`src/rtl/bridge_traffic_sequencer.sv`:
```
// Road-side drawbridge sequencer: lights, barriers and lift/lower requests. Optional lift/lower watchdog via BRIDGE_SEQ_WATCHDOG_EN.
// States: 0 GREEN road open | 1 YELLOW warn | 2 CLEAR wait deck empty | 3 GATE_DN | 4 LIFT | 5 OPEN | 6 LOWER | 7 GATE_UP | 8 FAULT latched
module bridge_traffic_sequencer #(
    parameter int MIN_GREEN_CYC = 32,
    parameter int YELLOW_CYC    = 8,
    parameter int CLEAR_CYC     = 4,
    parameter int GATE_CYC      = 6,
    parameter int MOVE_TMO_CYC  = 200,
    parameter int CNT_W         = 8
) (
    input  logic       Clock,
    input  logic       Reset,
    input  logic       boat_req,
    input  logic       cars_on_bridge,
    input  logic       bridge_up,
    input  logic       bridge_down,
    output logic       light_green,
    output logic       light_yellow,
    output logic       light_red,
    output logic       gate_close,
    output logic       lift_req,
    output logic       lower_req,
    output logic       boat_go,
    output logic       alarm,
    output logic [3:0] state
);

    typedef enum logic [3:0] {
        ST_GREEN   = 4'd0,
        ST_YELLOW  = 4'd1,
        ST_CLEAR   = 4'd2,
        ST_GATE_DN = 4'd3,
        ST_LIFT    = 4'd4,
        ST_OPEN    = 4'd5,
        ST_LOWER   = 4'd6,
        ST_GATE_UP = 4'd7,
        ST_FAULT   = 4'd8
    } state_t;

    localparam int CNT_MAX = (1 << CNT_W) - 1;

    generate
        if (CNT_W < 1 || CNT_W > 30 ||
            MIN_GREEN_CYC < 1 || MIN_GREEN_CYC > CNT_MAX ||
            YELLOW_CYC    < 1 || YELLOW_CYC    > CNT_MAX ||
            CLEAR_CYC     < 1 || CLEAR_CYC     > CNT_MAX ||
            GATE_CYC      < 1 || GATE_CYC      > CNT_MAX ||
            MOVE_TMO_CYC  < 1 || MOVE_TMO_CYC  > CNT_MAX) begin : g_bad_cfg
            $error("bridge_traffic_sequencer: cycle parameter outside 1..2^CNT_W-1");
        end
    endgenerate

    // Each duration of N cycles ends on the cycle where the timer shows N-1.
    localparam logic [CNT_W-1:0] GREEN_SAT   = CNT_W'(MIN_GREEN_CYC);
    localparam logic [CNT_W-1:0] GREEN_LAST  = CNT_W'(MIN_GREEN_CYC - 1);
    localparam logic [CNT_W-1:0] YELLOW_LAST = CNT_W'(YELLOW_CYC - 1);
    localparam logic [CNT_W-1:0] CLEAR_LAST  = CNT_W'(CLEAR_CYC - 1);
    localparam logic [CNT_W-1:0] GATE_LAST   = CNT_W'(GATE_CYC - 1);
`ifdef BRIDGE_SEQ_WATCHDOG_EN
    localparam logic [CNT_W-1:0] MOVE_LAST   = CNT_W'(MOVE_TMO_CYC - 1);
`endif

    state_t           cur_state;
    state_t           nxt_state;
    logic [CNT_W-1:0] timer;
    logic [CNT_W-1:0] timer_in_state;
    logic [CNT_W-1:0] timer_nxt;
    logic             green_nxt;
    logic             yellow_nxt;
    logic             red_nxt;
    logic             gate_nxt;
    logic             lift_nxt;
    logic             lower_nxt;
    logic             boat_go_nxt;
    logic             alarm_nxt;
    logic             deck_busy;

    always_comb begin
        nxt_state      = cur_state;
        timer_in_state = timer;

        case (cur_state)
            ST_GREEN: begin
                if (timer < GREEN_SAT) timer_in_state = timer + 1'b1;
                if (boat_req && timer >= GREEN_LAST) nxt_state = ST_YELLOW;
            end
            ST_YELLOW: begin
                timer_in_state = timer + 1'b1;
                if (timer == YELLOW_LAST) nxt_state = ST_CLEAR;
            end
            ST_CLEAR: begin
                if (cars_on_bridge) begin
                    timer_in_state = '0;
                end else begin
                    timer_in_state = timer + 1'b1;
                    if (timer == CLEAR_LAST) nxt_state = ST_GATE_DN;
                end
            end
            ST_GATE_DN: begin
                timer_in_state = timer + 1'b1;
                if (timer == GATE_LAST) nxt_state = ST_LIFT;
            end
            ST_LIFT: begin
`ifdef BRIDGE_SEQ_WATCHDOG_EN
                // Paused lifts (car on deck) do not consume watchdog budget.
                if (lift_req) begin
                    timer_in_state = timer + 1'b1;
                    if (timer == MOVE_LAST) nxt_state = ST_FAULT;
                end
`endif
                if (bridge_up) nxt_state = ST_OPEN;
            end
            ST_OPEN: begin
                if (!boat_req) nxt_state = ST_LOWER;
            end
            ST_LOWER: begin
`ifdef BRIDGE_SEQ_WATCHDOG_EN
                timer_in_state = timer + 1'b1;
                if (timer == MOVE_LAST) nxt_state = ST_FAULT;
`endif
                if (bridge_down) nxt_state = ST_GATE_UP;
            end
            ST_GATE_UP: begin
                timer_in_state = timer + 1'b1;
                if (timer == GATE_LAST) nxt_state = ST_GREEN;
            end
            ST_FAULT: begin
                nxt_state = ST_FAULT;
            end
            default: begin
                nxt_state = ST_FAULT;
            end
        endcase

        // Contradictory limit switches override every other transition.
        if (bridge_up && bridge_down) nxt_state = ST_FAULT;

        timer_nxt = (nxt_state != cur_state) ? '0 : timer_in_state;

        deck_busy   = (nxt_state == ST_LIFT) || (nxt_state == ST_OPEN) ||
                      (nxt_state == ST_LOWER);
        green_nxt   = (nxt_state == ST_GREEN);
        yellow_nxt  = (nxt_state == ST_YELLOW);
        red_nxt     = !green_nxt && !yellow_nxt;
        gate_nxt    = deck_busy || (nxt_state == ST_GATE_DN) || (nxt_state == ST_FAULT);
        lift_nxt    = (nxt_state == ST_LIFT) && !cars_on_bridge;
        lower_nxt   = (nxt_state == ST_LOWER);
        boat_go_nxt = (nxt_state == ST_OPEN) && boat_req;
        alarm_nxt   = (nxt_state == ST_FAULT) || (deck_busy && cars_on_bridge);
    end

    always_ff @(posedge Clock or negedge Reset) begin
        if (!Reset) begin
            cur_state    <= ST_GREEN;
            timer        <= '0;
            light_green  <= 1'b1;
            light_yellow <= 1'b0;
            light_red    <= 1'b0;
            gate_close   <= 1'b0;
            lift_req     <= 1'b0;
            lower_req    <= 1'b0;
            boat_go      <= 1'b0;
            alarm        <= 1'b0;
        end else begin
            cur_state    <= nxt_state;
            timer        <= timer_nxt;
            light_green  <= green_nxt;
            light_yellow <= yellow_nxt;
            light_red    <= red_nxt;
            gate_close   <= gate_nxt;
            lift_req     <= lift_nxt;
            lower_req    <= lower_nxt;
            boat_go      <= boat_go_nxt;
            alarm        <= alarm_nxt;
        end
    end

    assign state = cur_state;

endmodule

```
`config.mk`:
```
export PLATFORM = sky130hd
export DESIGN_NAME = bridge_traffic_sequencer
export DESIGN_NICKNAME = d
export VERILOG_FILES = /design/src/rtl/bridge_traffic_sequencer.sv
export SDC_FILE = /design/constraint.sdc
export NUM_CORES = 1
export LEC_CHECK = 0
export CORE_UTILIZATION = 35
export DETAILED_ROUTE_END_ITERATION = 6
export PLACE_DENSITY_LB_ADDON = 0.05
export SYNTH_ARGS = -nofsm -noshare
export SYNTH_HDL_FRONTEND = slang
export SYNTH_SLANG_ARGS = --single-unit
```
`constraint.sdc`:
```
create_clock -name Clock -period 2.47 [get_ports Clock]
set_clock_uncertainty 0.15 [all_clocks]
set_input_delay 0.6175 -clock Clock [delete_from_list [all_inputs] [get_ports Clock]]
set_output_delay 0.6175 -clock Clock [all_outputs]
set_load 0.1 [all_outputs]
```
* Word level (Yosys, flattened, before mapping)
Cells that the tools add are included.
** Word-level totals
- Bits in registers :: 20
- Output and inout port bits :: 12
- Word-level logic and storage cells :: 65
- Input bits :: 6
** Cells by class
- Order comparisons :: 2
- $add $sub $neg :: 1
- Mux-type cells :: 15
- Eq/ne operators :: 18
- Reductions and logical operators :: 19
** Operator list (count)
- two-way mux 4 bit :: 10
- case mux 4 bit (8 select lines) :: 1
- == test 4 x 3 -> 1 bit, second input constant :: 7
- two-way mux 8 bit :: 3
- case mux 8 bit (3 select lines) :: 1
- == test 8 x 3 -> 1 bit, second input constant :: 2
- == test 4 x 2 -> 1 bit, second input constant :: 3
- adder 8 x 1 -> 8 bit, second input constant :: 1
- == test 4 x 1 -> 1 bit, second input constant :: 2
- == test 8 x 2 -> 1 bit, second input constant :: 1
- >= comparator 8 x 5 -> 1 bit, second input constant :: 1
- zero test 4 bit :: 2
- < comparator 8 x 6 -> 1 bit, second input constant :: 1
- logical AND 1 bit :: 6
- logical OR 1 bit :: 5
- == test 4 bit, second input constant :: 1
- inequality test 4 bit :: 1
- nonzero test 4 bit :: 1
- zero test 1 bit :: 3
- inequality test 3 bit, second input constant :: 1
- OR reduction 3 bit :: 1
- AND reduction 2 bit :: 1

* Depth between registers and ports, before layout
- Depth after elaboration :: 10
- Depth in mapped cells :: 7
- Mapped depth without buffers :: 7

* Worst setup path after synthesis
OpenSTA, ideal clock, no wires.
- Kind :: reg2reg
- Start :: register cur_state[1], in the netlist state[1]
- End :: register timer[2]
- Data required time :: 2.226 ns
- Slack :: -0.199 ns
- Library setup time :: 0.094 ns
- Buffers on the path :: 1
- Stages on the path, launching flop included :: 7
- Period minus slack after synthesis :: 2.669 ns
- Data arrival time :: 2.425 ns
- Cells stage by stage :: dfrtp_1 > buf_2 > nand2_1 > o221a_1 > o221ai_2 > mux2_4 > a211oi_1
** On the way
- Longest elaborated chain between the ends :: 7
- Elaborated cells between the ends (all ways) :: 26
- Classes of those cells :: eq/ne (9); mux (13); reduce/logical (4)
** RTL lines
- start, declared :: RTL line 63 : state_t cur_state;
- start signal, assigned :: RTL line 165 : cur_state <= nxt_state;
- two-way mux 4 bit :: RTL line 96 : if (timer == CLEAR_LAST) nxt_state = ST_GATE_DN;
- two-way mux 4 bit :: RTL line 92 : if (cars_on_bridge) begin
- case mux 4 bit (8 select lines) :: RTL line 82 : case (cur_state)
- two-way mux 4 bit :: RTL line 136 : if (bridge_up && bridge_down) nxt_state = ST_FAULT;
- inequality test 4 bit :: RTL line 138 : timer_nxt = (nxt_state != cur_state) ? '0 : timer_in_state;
- inequality test 3 bit (no source line) / nonzero test 4 bit (equally long branches)
- AND reduction 2 bit (no source line)
- end signal, assigned :: RTL line 166 : timer <= timer_nxt;
- end, declared :: RTL line 65 : logic [CNT_W-1:0] timer;
Parallel ways exist; a longest one is shown, timed or not.
A chain may end at the register's enable or synchronous reset.

* Worst setup path after layout
- Start :: register timer[0]
- End :: register boat_go
** On the way
- Longest elaborated chain between the ends :: 7
- Elaborated cells between the ends (all ways) :: 15
- Classes of those cells :: order compare (1); eq/ne (4); mux (8); reduce/logical (2)
** RTL lines
- >= comparator 8 x 5 -> 1 bit / == test 8 x 2 -> 1 bit (equally long branches) :: RTL line 85, 96
- logical AND 1 bit / two-way mux 4 bit (equally long branches) :: RTL line 85, 96
- two-way mux 4 bit (on tied branches) :: RTL line 85, 92
- case mux 4 bit (8 select lines) * :: RTL line 82
- two-way mux 4 bit * :: RTL line 136
- == test 4 x 3 -> 1 bit * :: RTL line 148 : boat_go_nxt = (nxt_state == ST_OPEN) && boat_req;
- logical AND 1 bit * :: RTL line 148
- named net boat_go_nxt :: RTL line 74 : logic boat_go_nxt;
- end signal, assigned :: RTL line 173 : boat_go <= boat_go_nxt;
- end, declared :: RTL line 23 : output logic boat_go,
The timed path passes the listed nets; every way through them passes the cells marked *.

==> impl_metrics.csv <==
group,metric,value,unit
synthesis,syn_nets,130,
timing,setup_slack,230,ps
drt,drt_iter0_drc,50,
timing,worst_slew_pin_slew,470,ps
global_route,track_usage,0.184,
clock_network,ctsHoldBuffers,0,
clock_network,clock_latency,310,ps
placed_design,dp.cells,189,
clock_network,cts-buffers-inserted,3,
worst_setup_path,critPathCaptureType,"flip-flop",
placed_design,gp_congestion,0.785,
power,ir_worst_vdd,0.279,mV
floorplan,core.rowCount,21,
finish,final_common_cell,"buf_4",
run_status,outcome,"finished clean",
floorplan,start_util,0.368,
placed_design,dp_slack,-47.8,ps
finish,drive_above_1_share,0.265,
worst_setup_path,cp.required,2530,ps
synthesis,yosysTopAreaCellShare,0.385,
finish,finish.utilization,0.459,
clock_network,cts_resized,0,
synthesis,yosys_warnings,0,
drt,drt_drc_violations_left,0,
floorplan,fp.dieW,61.4,um
drt,ant_nets,0,
finish,fill_cells,354,
clock_network,cts_root_buf,"clkbuf_4",
global_route,grt.overflow.total,0,
clock_network,cts_setup_buffers,0,
synthesis,async_reset_ff_frac,1.00,
timing,tns,0,ps
timing,finalMaxSlewViolations,0,
drt,routed_wl,2990,um
finish,layout.cells.most_common_list,"19 x buf_4, 16 x dfrtp_1, 7 x a21oi_1, 7 x nand2_1",
synthesis,synth_area_leader_cell,"dfrtp_1",
global_route,antenna_found_initial,0,
timing,min_period_over_period,0.907,
placed_design,dp_hpwl,2240,um
timing,setup_viol,0,
clock_network,path_clk_slew,120,ps
floorplan,dieArea,0.00377,mm^2
synthesis,synth_ff_type,"dfrtp_1",
floorplan,core_area,0.00336,mm^2
synthesis,synth_edf_count,0,
drt,viasPerCell,5.50,
global_route,grt_max_degree,21,
timing,rsz0062_at_grt,"no",
timing,fin_crit,2240,ps
finish,instances_no_fill,193,
finish,area_growth,24.8,%
floorplan,fp.dieH,61.4,um
finish,n_antenna_cell,0,
drt,num_vias,1061,
power,power.leakage,0.673,nW
timing,hold_viol,0,
placed_design,portBuffers,17,
drt,wl_per_cell,15.5,um
worst_setup_path,critPathMaxFanout,6,
synthesis,synthCells,122,
synthesis,ys_seq_area_frac,0.406,
synthesis,synth_area_leaders,"dfrtp_1 38%, xor2_1 4.3%, mux2i_1 4.0%, a211oi_1 3.6%, a21oi_1 2.8%",
clock_network,clockBufferDepth,2,
worst_setup_path,cp-start-kind,"flip-flop",
timing,achievable-frequency,446,MHz
synthesis,syn_avg_cell_area,10.1,um^2
timing,slew_headroom,0.687,
synthesis,ys_types,45,
global_route,grt_pass1_wl,5040,um
timing,fin_hold_ws,481,ps
finish,nets,156,
synthesis,syn_area,0.00124,mm^2
drt,first_pass_iters,4,
clock_network,htreeDepth,1,
floorplan,io_pins,18,
worst_setup_path,crit_type,"reg -> reg",
clock_network,cts.sinks,20,
clock_network,cts_tree,"built",
worst_setup_path,crit_arrival,2300,ps
flow_run,maxCapViolations,0,
global_route,grt_pass1_vias,1021,
synthesis,ys_seq_elements,20,
power,power_density,476,mW/mm^2
hold_path,min_path_type,"in -> async",
Yosys cell counts (2+ instances only):
master    instances
a211oi_1          6
a211oi_2          2
a21oi_1           7
a31oi_1           5
and2_1            4
and3_1            2
buf_2             3
dfrtp_1          19
ha_1              2
inv_1             4
mux2i_1           5
nand2_1           7
nand2b_1          3
nand3_1           3
nand4_1           5
nand4b_1          2
nor2_1            6
nor2b_1           2
nor4b_1           2
or2_0             2
or2_1             2
xor2_1            6
power breakdown:
part | switching [mW] | internal, mW | total (mW)
registers | 0.0200 | 0.345 | 0.365
clock network | 0.108 | 0.164 | 0.272
logic | 0.0471 | 0.0496 | 0.0967
flip-flops by register name, summed over array words and instances, names as in the netlist:
name,cells
light_yellow,1
lift_req,1
gate_close,1
lower_req,1
light_red,1
state,4
alarm,1
light_green,1
timer,8
boat_go,1
path summary, 6_finish.rpt:
path,startpoint,to,slack (ps),cells past startpoint
min in group Clock,timer[7],timer[7],510,2
worst max register to register,timer[0],boat_go,230,6
max in group asynchronous,Reset,light_green,1420,2
worst max-delay path,timer[0],boat_go,230,6
worst min-delay path,Reset,lift_req,480,2
worst min register to register,timer[7],timer[7],510,2
critical path: stages, from the launching register on:
cell and delay, ps:
dfrtp_1 440, ha_1 240, and2_1 230, a31oi_1 280
o221ai_2 200, or2_1 350, and4_1 260
metrics by stage:
stage / area, um^2 / total power, mW
4_1_cts: 1540 / 0.743
3_5_place_dp: 1490 / 0.469
6_report: 1540 / 0.734
5_1_grt: 1540 / 0.774
3_3_place_gp: 1490 / 0.465
2_1_floorplan: 1240 / 0.429
routing by layer:
| layer | part of all wire | GRT usage |
|---|---|---|
| met4 | 0.0077 | 0.0381 |
| met1 | 0.51 | 0.275 |
| met5 | 0 | 0 |
| met3 | 0.037 | 0.0252 |
| met2 | 0.45 | 0.286 |
cell type report:
class | instances | area (um^2) | share of cell area
clock buffers | 3 | 22.5 | 0.0146
clock inverters | 1 | 30.0 | 0.0195
inverters | 5 | 18.8 | 0.0122
repair buffers | 25 | 213 | 0.138
flip-flops and latches | 20 | 505 | 0.328
well taps | 46 | 57.6 | 0.0373
multi-input cells | 93 | 696 | 0.451
cells by family after synthesis:
group                      after synthesis  share of synthesized area
muxes                                    6                     0.0526
adders and majority gates                2                     0.0202
and+or+nand+nor                         49                      0.246
xor gates and xnor gates                 6                     0.0425
buffers and inverters                    9                     0.0314
AOI/OAI and AO/OA                       30                      0.201
DFF                                     20                      0.406
Power figures use the tool's default switching activity.
